## config.mk

```make
export PLATFORM = sky130hd
export DESIGN_NAME = axi4l_regfile
export DESIGN_NICKNAME = d
export VERILOG_FILES = /design/src/rtl/axi4l_regfile.sv
export SDC_FILE = /design/constraint.sdc
export NUM_CORES = 1
export LEC_CHECK = 0
export BUFFER_PORTS_ARGS = -buffer_cell sky130_fd_sc_hd__buf_2
export CAP_MARGIN = 10
export CORE_AREA = 2 2 476 478
export DETAILED_ROUTE_END_ITERATION = 8
export DIE_AREA = 0 0 478 480
export GPL_TIMING_DRIVEN = 0
export PLACE_DENSITY = 0.38
export RECOVER_POWER = 100
export SLEW_MARGIN = 10
export SYNTH_ARGS = -nofsm -noshare
export SYNTH_HDL_FRONTEND = slang
export SYNTH_SLANG_ARGS = --single-unit
```

## constraint.sdc

```tcl
create_clock -name axi4l_aclk -period 2.79 [get_ports axi4l_aclk]
set_clock_uncertainty 0.05 [all_clocks]
set_input_delay 0.1395 -clock axi4l_aclk [delete_from_list [all_inputs] [get_ports axi4l_aclk]]
set_output_delay 0.1395 -clock axi4l_aclk [all_outputs]
set_load 0.03 [all_outputs]
```

## src/rtl/axi4l_regfile.sv

```systemverilog
// axi4l_regfile: AXI4-Lite register file with byte strobes, read-only hw slots and access pulses
module axi4l_regfile #(
  parameter int ADDR_WIDTH = 32,
  parameter int DATA_WIDTH = 32,
  parameter int NUM_REGS = 16,
  parameter logic [NUM_REGS-1:0] RO_MASK = '0,
  parameter logic [NUM_REGS*DATA_WIDTH-1:0] RST_VAL = '0
) (
  input  logic                           axi4l_aclk,
  input  logic                           axi4l_arstn,
  input  logic [ADDR_WIDTH-1:0]          awaddr,
  input  logic [2:0]                     awprot,
  input  logic                           awvalid,
  output logic                           awready,
  input  logic [DATA_WIDTH-1:0]          wdata,
  input  logic [DATA_WIDTH/8-1:0]        wstrb,
  input  logic                           wvalid,
  output logic                           wready,
  output logic [1:0]                     bresp,
  output logic                           bvalid,
  input  logic                           bready,
  input  logic [ADDR_WIDTH-1:0]          araddr,
  input  logic [2:0]                     arprot,
  input  logic                           arvalid,
  output logic                           arready,
  output logic [DATA_WIDTH-1:0]          rdata,
  output logic [1:0]                     rresp,
  output logic                           rvalid,
  input  logic                           rready,
  output logic [NUM_REGS*DATA_WIDTH-1:0] reg_out,
  input  logic [NUM_REGS*DATA_WIDTH-1:0] hw_in,
  output logic [NUM_REGS-1:0]            wr_pulse,
  output logic [NUM_REGS-1:0]            rd_pulse
);
  localparam int BYTES = DATA_WIDTH / 8;
  localparam int LB = $clog2(BYTES);
  localparam int IW = (NUM_REGS > 1) ? $clog2(NUM_REGS) : 1;
  localparam logic [ADDR_WIDTH:0] SPAN = (ADDR_WIDTH+1)'(NUM_REGS * BYTES);
  logic [DATA_WIDTH-1:0] regs [NUM_REGS];
  logic aw_held, w_held, aw_hs, w_hs, ar_hs, commit, wr_in, wr_ok, rd_in;
  logic [ADDR_WIDTH-1:0] aw_addr;
  logic [DATA_WIDTH-1:0] w_data, rd_val;
  logic [BYTES-1:0] w_strb;
  logic [IW-1:0] wr_idx, rd_idx;
  logic unused;
  assign unused = ^{awprot, arprot};
  assign aw_hs = awvalid && awready;
  assign w_hs = wvalid && wready;
  assign ar_hs = arvalid && arready;
  assign commit = aw_held && w_held && (!bvalid || bready);
  assign wr_in = {1'b0, aw_addr} < SPAN;
  assign wr_idx = IW'(aw_addr >> LB);
  assign wr_ok = wr_in && !RO_MASK[wr_idx];
  assign rd_in = {1'b0, araddr} < SPAN;
  assign rd_idx = IW'(araddr >> LB);
  assign rd_val = !rd_in ? '0 : RO_MASK[rd_idx] ? hw_in[rd_idx*DATA_WIDTH +: DATA_WIDTH] : regs[rd_idx];
  for (genvar g = 0; g < NUM_REGS; g++) begin : g_out
    assign reg_out[g*DATA_WIDTH +: DATA_WIDTH] = RO_MASK[g] ? '0 : regs[g];
  end
  // ready is the registered complement of the hold, so a channel reopens on its commit edge
  always_ff @(posedge axi4l_aclk or negedge axi4l_arstn) begin
    if (!axi4l_arstn) begin
      awready  <= 1'b0;
      wready   <= 1'b0;
      aw_held  <= 1'b0;
      w_held   <= 1'b0;
      aw_addr  <= '0;
      w_data   <= '0;
      w_strb   <= '0;
      bvalid   <= 1'b0;
      bresp    <= 2'b00;
      wr_pulse <= '0;
    end else begin
      aw_held  <= !commit && (aw_held || aw_hs);
      w_held   <= !commit && (w_held || w_hs);
      awready  <= commit || !(aw_held || aw_hs);
      wready   <= commit || !(w_held || w_hs);
      wr_pulse <= '0;
      if (aw_hs) aw_addr <= awaddr;
      if (w_hs) begin
        w_data <= wdata;
        w_strb <= wstrb;
      end
      if (commit) begin
        bvalid <= 1'b1;
        bresp  <= wr_ok ? 2'b00 : 2'b10;
        if (wr_ok) wr_pulse[wr_idx] <= 1'b1;
      end else if (bready) begin
        bvalid <= 1'b0;
      end
    end
  end
  always_ff @(posedge axi4l_aclk or negedge axi4l_arstn) begin
    if (!axi4l_arstn) begin
      for (int i = 0; i < NUM_REGS; i++) regs[i] <= RST_VAL[i*DATA_WIDTH +: DATA_WIDTH];
    end else if (commit && wr_ok) begin
      for (int k = 0; k < BYTES; k++)
        if (w_strb[k]) regs[wr_idx][k*8 +: 8] <= w_data[k*8 +: 8];
    end
  end
  // rd_val samples regs before this edge's commit lands, giving pre-write data on collision
  always_ff @(posedge axi4l_aclk or negedge axi4l_arstn) begin
    if (!axi4l_arstn) begin
      arready  <= 1'b0;
      rvalid   <= 1'b0;
      rdata    <= '0;
      rresp    <= 2'b00;
      rd_pulse <= '0;
    end else begin
      rd_pulse <= '0;
      if (ar_hs) begin
        arready <= 1'b0;
        rvalid  <= 1'b1;
        rdata   <= rd_val;
        rresp   <= rd_in ? 2'b00 : 2'b10;
        if (rd_in) rd_pulse[rd_idx] <= 1'b1;
      end else if (!rvalid || rready) begin
        arready <= 1'b1;
        rvalid  <= 1'b0;
      end
    end
  end
endmodule
```

==> After elaboration in Yosys (flattened, before gate mapping) <==
Memories as Yosys holds them, arrays and structs flattened.
Cells that the tools add are included.
{ "classes": {"n_lt_le_gt_ge": 9, "n_shift": 1, "mux": 42, "bitwise": 2, "reduce_logical": 26} }
{ "ops": {"columns": ["cell", "count"], "rows": [
  ["$mux W512", 7],
  ["$bwmux W512", 4],
  ["$demux W32 S4", 4],
  ["$shiftx A512 B10 Y32", 1],
  ["$mux W32", 5],
  ["$bmux W32 S4", 1],
  ["$mux W16", 5],
  ["$lt A32 B7 Y1 const B", 2],
  ["$mux W24", 1],
  ["$logic_and A1 B1 Y1", 12],
  ["$ge A5 B5 Y1 const B", 2],
  ["$lt A4 B5 Y1 const B", 2],
  ["$mux W1", 10],
  ["$not A4 Y5", 2],
  ["$demux W1 S4", 2],
  ["$ge A4 B1 Y1 const B", 2],
  ["$mux W8", 1],
  ["$logic_not A1 Y1", 6],
  ["$logic_or A1 B1 Y1", 6],
  ["$lt A5 B1 Y1 const B", 1],
  ["$mux W2", 2],
  ["$reduce_bool A2 Y1", 2]
]} }
{ "word_totals": {"register_bits": 655, "mem_bits_ro": 32, "out_inout_bits": 585, "word_cells": 113, "mem_count": 2} }
{ "memory_table": {"columns": ["name", "depth", "word_bits", "read_ports", "rd_ports_with_merged_regs", "write_ports", "line", "source"], "rows": [
  ["(no name shown)", 16, 1, 1, 0, 0, "56", "assign rd_val = !rd_in ? '0 : RO_MASK[rd_idx] ? hw_in[rd_idx*DATA_WIDTH +: DATA_WIDTH] : regs[rd_idx];"],
  ["(no name shown)", 16, 1, 1, 0, 0, "53", "assign wr_ok = wr_in && !RO_MASK[wr_idx];"]
]} }

==> Depth between registers and ports, before layout <==
{ "depth": {"ltp_word": 16, "depth_mapped": 7, "mapped_depth_nobuf": 4} }

==> Worst setup path after synthesis <==
Ideal clock, no wire load.
{ "synth_timing": {"path_type": "register -> register", "startpoint": "reg aw_addr[19]", "endpoint": "reg regs, in the netlist reg_out[100]", "setup_time_ps": 125, "arrival_ps": 2329, "t_required_ps": 2615, "path_slack_ps": 286, "stages_incl_launch_ff": 6, "cell_sequence": "dfrtp_1 -> nor4_4 -> nand4_4 -> buf_6 -> nor4_4 -> mux2_4"} }
{ "synth_via": {"elab_chain_len": 3} }
{ "synth_lines": {"columns": ["item", "line", "source"], "rows": [
  ["start: declaration", "41", "logic [ADDR_WIDTH-1:0] aw_addr;"],
  ["start signal: assignment", "79", "if (aw_hs) aw_addr <= awaddr;"],
  ["$lt A32 B7 Y1", "51", "assign wr_in = {1'b0, aw_addr} < SPAN;"],
  ["$logic_and A1 B1 Y1", "53", null],
  ["$logic_and A1 B1 Y1", "96", "end else if (commit && wr_ok) begin"],
  ["end signal: indexed assignment", "98", "if (w_strb[k]) regs[wr_idx][k*8 +: 8] <= w_data[k*8 +: 8];"],
  ["end: declaration", "39", "logic [DATA_WIDTH-1:0] regs [NUM_REGS];"]
]} }
No other way between the ends.
A chain may end at the register's enable or synchronous reset.

==> Final worst setup path <==
{ "layout_timing": {"startpoint": "reg aw_addr[2]", "endpoint": "reg regs, in the netlist reg_out[248]"} }
{ "layout_via": {"elab_chain_len": 13, "elab_cells_between_ends": 26, "classes_between": "3 x order compare; 17 x mux; 1 x bitwise; 4 x reduce/logical; 1 x memory"} }
{ "layout_lines": {"columns": ["item", "line"], "rows": [
  ["$not A4 Y5 (not written as such)", "98"],
  ["$demux W32 S4", "98"],
  ["$bwmux W512", "98"],
  ["$mux W512", "98"],
  ["$mux W512", "96"],
  ["$bwmux W512", "98"],
  ["$mux W512", "98"],
  ["$mux W512", "96"],
  ["$bwmux W512", "98"],
  ["$mux W512", "98"],
  ["$mux W512", "96"],
  ["$bwmux W512", "98"],
  ["$mux W512", "98"]
]} }
Several ways; a longest one is shown, not always the timed one. The select of a mux whose other input is x is not followed.

==> flow_metrics.tcl <==
set metrics [dict create \
    status "finished with violations" \
    violations "max-slew violations" \
    cts_max_level 3 \
    groute.usage.overall 0.145 \
    worst_skew_pair.late_latency_ns 0.75 \
    detailedPlace.worstSlack_ns -1.42 \
    critPathRequiredTime_ns 3.34 \
    worst_setup_path_start_kind "register" \
    grt_remaining_overflow 0 \
    r2r-end "reg_out[248]" \
    maxCapViolCount 0 \
    finalNetCount 3549 \
    clock_path_buffers 3 \
    power.leakage_uw 0.0183 \
    gp_routability_congestion 0.796 \
    total_power_uw 26700 \
    path_clk_slew_ns 0.07 \
    starting_utilization_of_the_core_area 0.133 \
    fin_crit_period_ns 2.78 \
    critPathTopFamily "simple AND/OR/NAND/NOR gates" \
    critPathMaxFanout 9 \
    mostFrequentLayoutCell "sky130_fd_sc_hd__dfrtp_1" \
    cts.sinks 651 \
    drt_first_pass_iters 5 \
    setup.reg_to_reg.worst_slack_ns 0.006 \
    final_cell_mix "sky130_fd_sc_hd__dfrtp_1, sky130_fd_sc_hd__clkbuf_1, sky130_fd_sc_hd__mux2_2" \
    dpl.hpwl_mm 133 \
    syn2layout_area_growth_pct 37.7 \
    core.rowCount 174 \
    setup_violators_final 0 \
    multi_input_area_um2 12700 \
    via_count 21900 \
    rr_startpoint "aw_addr[2]" \
    route.detailed.drc 0 \
    cp_slowest_stage_delay_ns 0.56 \
    die_height_um 480 \
    ir_drop_mv 0.527 \
    worstPathBufferInverterCount 2 \
    yosysWarnings 0 \
    syn_avg_cell_area_um2 15.4 \
    synth_seq_area_share 0.546 \
    final_hold_vios 0 \
    grt_antenna_before_repair 24 \
    maxSlewViolCount 30 \
    cts_buffers 86 \
    ys.flop_type "sky130_fd_sc_hd__dfrtp_1" \
    worstSetupPathType "reg -> reg" \
    fillerInstances 24900 \
    synth_enable_flop_cells 0 \
    wl_mm 171 \
    wl_per_cell_um 28.5 \
    fmax_mhz 359 \
    grt_max_degree 102 \
    worst_slew_pin_slew_ns 1.51 \
    placement.cell_area_um2 38000 \
    die_x_um 478 \
    post_synth_num_cell_types 47 \
    critical-path-slowest-cell "sky130_fd_sc_hd__dfrtp_2" \
    tritoncts_clock_tree "done" \
    reg2reg_depth 6 \
    power_dens_cells_nw_per_um2 649 \
    max-slew-margin-rel -0.00411 \
    hold_path_class "in -> reg" \
    final_cell_area_um2 41100 \
    wire_length_of_the_first_global_routing_pass_mm 224 \
    crit_path_cell_trace "nor4bb_2 -> and4_1 -> clkbuf_1 -> nand4_1 -> clkbuf_4 -> mux2_2" \
    clk_root_buffer_cell "sky130_fd_sc_hd__clkbuf_16" \
    fraction_of_registers_with_async_set_or_reset_after_synthesis 1.00 \
    timing.setup.tns_ns 0 \
    dieArea_um2 229000 \
    crit_path_end_kind "register" \
    grt_pass1_vias 23000 \
    post_synth_inst_count 1944 \
    pin_count 1210 \
    cp.arrival_ns 3.34 \
    synth_area_um2 29900 \
    hold_depth 3 \
    holdPathEnd "aw_addr[19]" \
    synth_seq_cells 651 \
    layout_worst_path_cycle_share 0.998 \
    postRouteAntennaNets 0 \
    place.port_buffers 683 \
    layout_setup_ws_ns 0.00596 \
    drt_iter0_drc 1194 \
    core-area_um2 224000 \
    drive_gt1_frac 0.362 \
    hold_path_startpoint "awaddr[19]" \
    final-seq-area_um2 16300 \
    post_drt_via_cell_ratio 3.66 \
]
## layout make-up
| type | count | share of cell area |
|---|---|---|
| antenna | 13 | 0.000791 |
| buffer | 125 | 0.0145 |
| clock buffer | 126 | 0.0609 |
| clock inverter | 29 | 0.00968 |
| inverter | 6 | 0.000548 |
| multi-input combinational | 1159 | 0.308 |
| sequential | 651 | 0.396 |
| tap | 2992 | 0.0910 |
| timing repair buffer | 895 | 0.118 |
## registers in the layout, summed over array words and instances, names as in the netlist, 4 cells and up
register and cells:
aw_addr 30, wr_pulse 16, w_data 32, w_strb 4, reg_out 512, rd_pulse 16, rdata 32
## how the worst max path moves through the flow
stage                start      endpoint  cells after the start
2_1_floorplan  aw_addr[19]  reg_out[100]                      5
3_3_place_gp   axi4l_arstn   reg_out[81]                      1
3_5_place_dp   aw_addr[12]   reg_out[89]                      6
4_1_cts        aw_addr[30]   reg_out[32]                      9
5_1_grt            arready     rdata[14]                      6
6_report        aw_addr[2]  reg_out[248]                      6
## tightest hold or removal path: cells and delay by family
kind / cells / cell delay [ns]
buffers and inverters: 2 / 0.60
muxes: 1 / 0.12
## cell families after synthesis
kind of cell | after synthesis | synth area share
DFF | 651 | 0.546
and+or+nand+nor | 284 | 0.0759
muxes | 769 | 0.328
other | 1 | 0.000126
buffers and inverters | 135 | 0.0191
AOI/OAI and AO/OA | 104 | 0.0311
## repair_timing
action,in CTS,in global routing
hold buffers,78,0
endpoints found under the hold margin,307,0
resized for setup,36,8
pin swaps,47,1
setup buffers,66,4
endpoints found under the setup margin,588,78
## power by group
group	leakage, uW	switching, uW	internal (uW)	total [uW]
Clock	0.00141	4940	6740	11700
Combinational	0.00798	2690	1250	3940
Sequential	0.00892	1080	9980	11100
## cell usage after synthesis, types with 7 or more instances
cell / number / share of area
sky130_fd_sc_hd__buf_1: 42 / 0.0053
sky130_fd_sc_hd__nor3_1: 9 / 0.0015
sky130_fd_sc_hd__a22o_1: 32 / 0.0094
sky130_fd_sc_hd__mux2i_1: 127 / 0.043
sky130_fd_sc_hd__nor4_1: 14 / 0.0029
sky130_fd_sc_hd__clkbuf_1: 63 / 0.0079
sky130_fd_sc_hd__nor4_4: 51 / 0.036
sky130_fd_sc_hd__mux2_4: 152 / 0.076
sky130_fd_sc_hd__mux4_2: 64 / 0.048
sky130_fd_sc_hd__buf_2: 15 / 0.0025
sky130_fd_sc_hd__o41ai_1: 31 / 0.0091
sky130_fd_sc_hd__nor2_1: 84 / 0.011
sky130_fd_sc_hd__mux2_2: 422 / 0.16
sky130_fd_sc_hd__a221o_1: 31 / 0.010
sky130_fd_sc_hd__nand2_1: 57 / 0.0072
sky130_fd_sc_hd__dfrtp_1: 651 / 0.55
sky130_fd_sc_hd__nand4_1: 18 / 0.0038
sky130_fd_sc_hd__nand3_1: 7 / 0.0012
## per-stage QoR
step                      instances  hold slack, ns   util
after detailed placement       5684          0.0196  0.170
after global placement         5620           0.300  0.165
final                          5996           0.118  0.184
after CTS                      5980         0.00330  0.190
after global routing           5986          0.0532  0.183
after floorplan                1945          -0.206      -
## per-layer routing
metal,part of all wire,vias to the layer above,global-route usage
li1,-,9321,-
met2,0.43,851,0.221
met4,0.025,2,0.0337
met3,0.10,155,0.0657
met5,0.000059,-,0
met1,0.44,11600,0.187
Power figures use the tool's default switching activity.
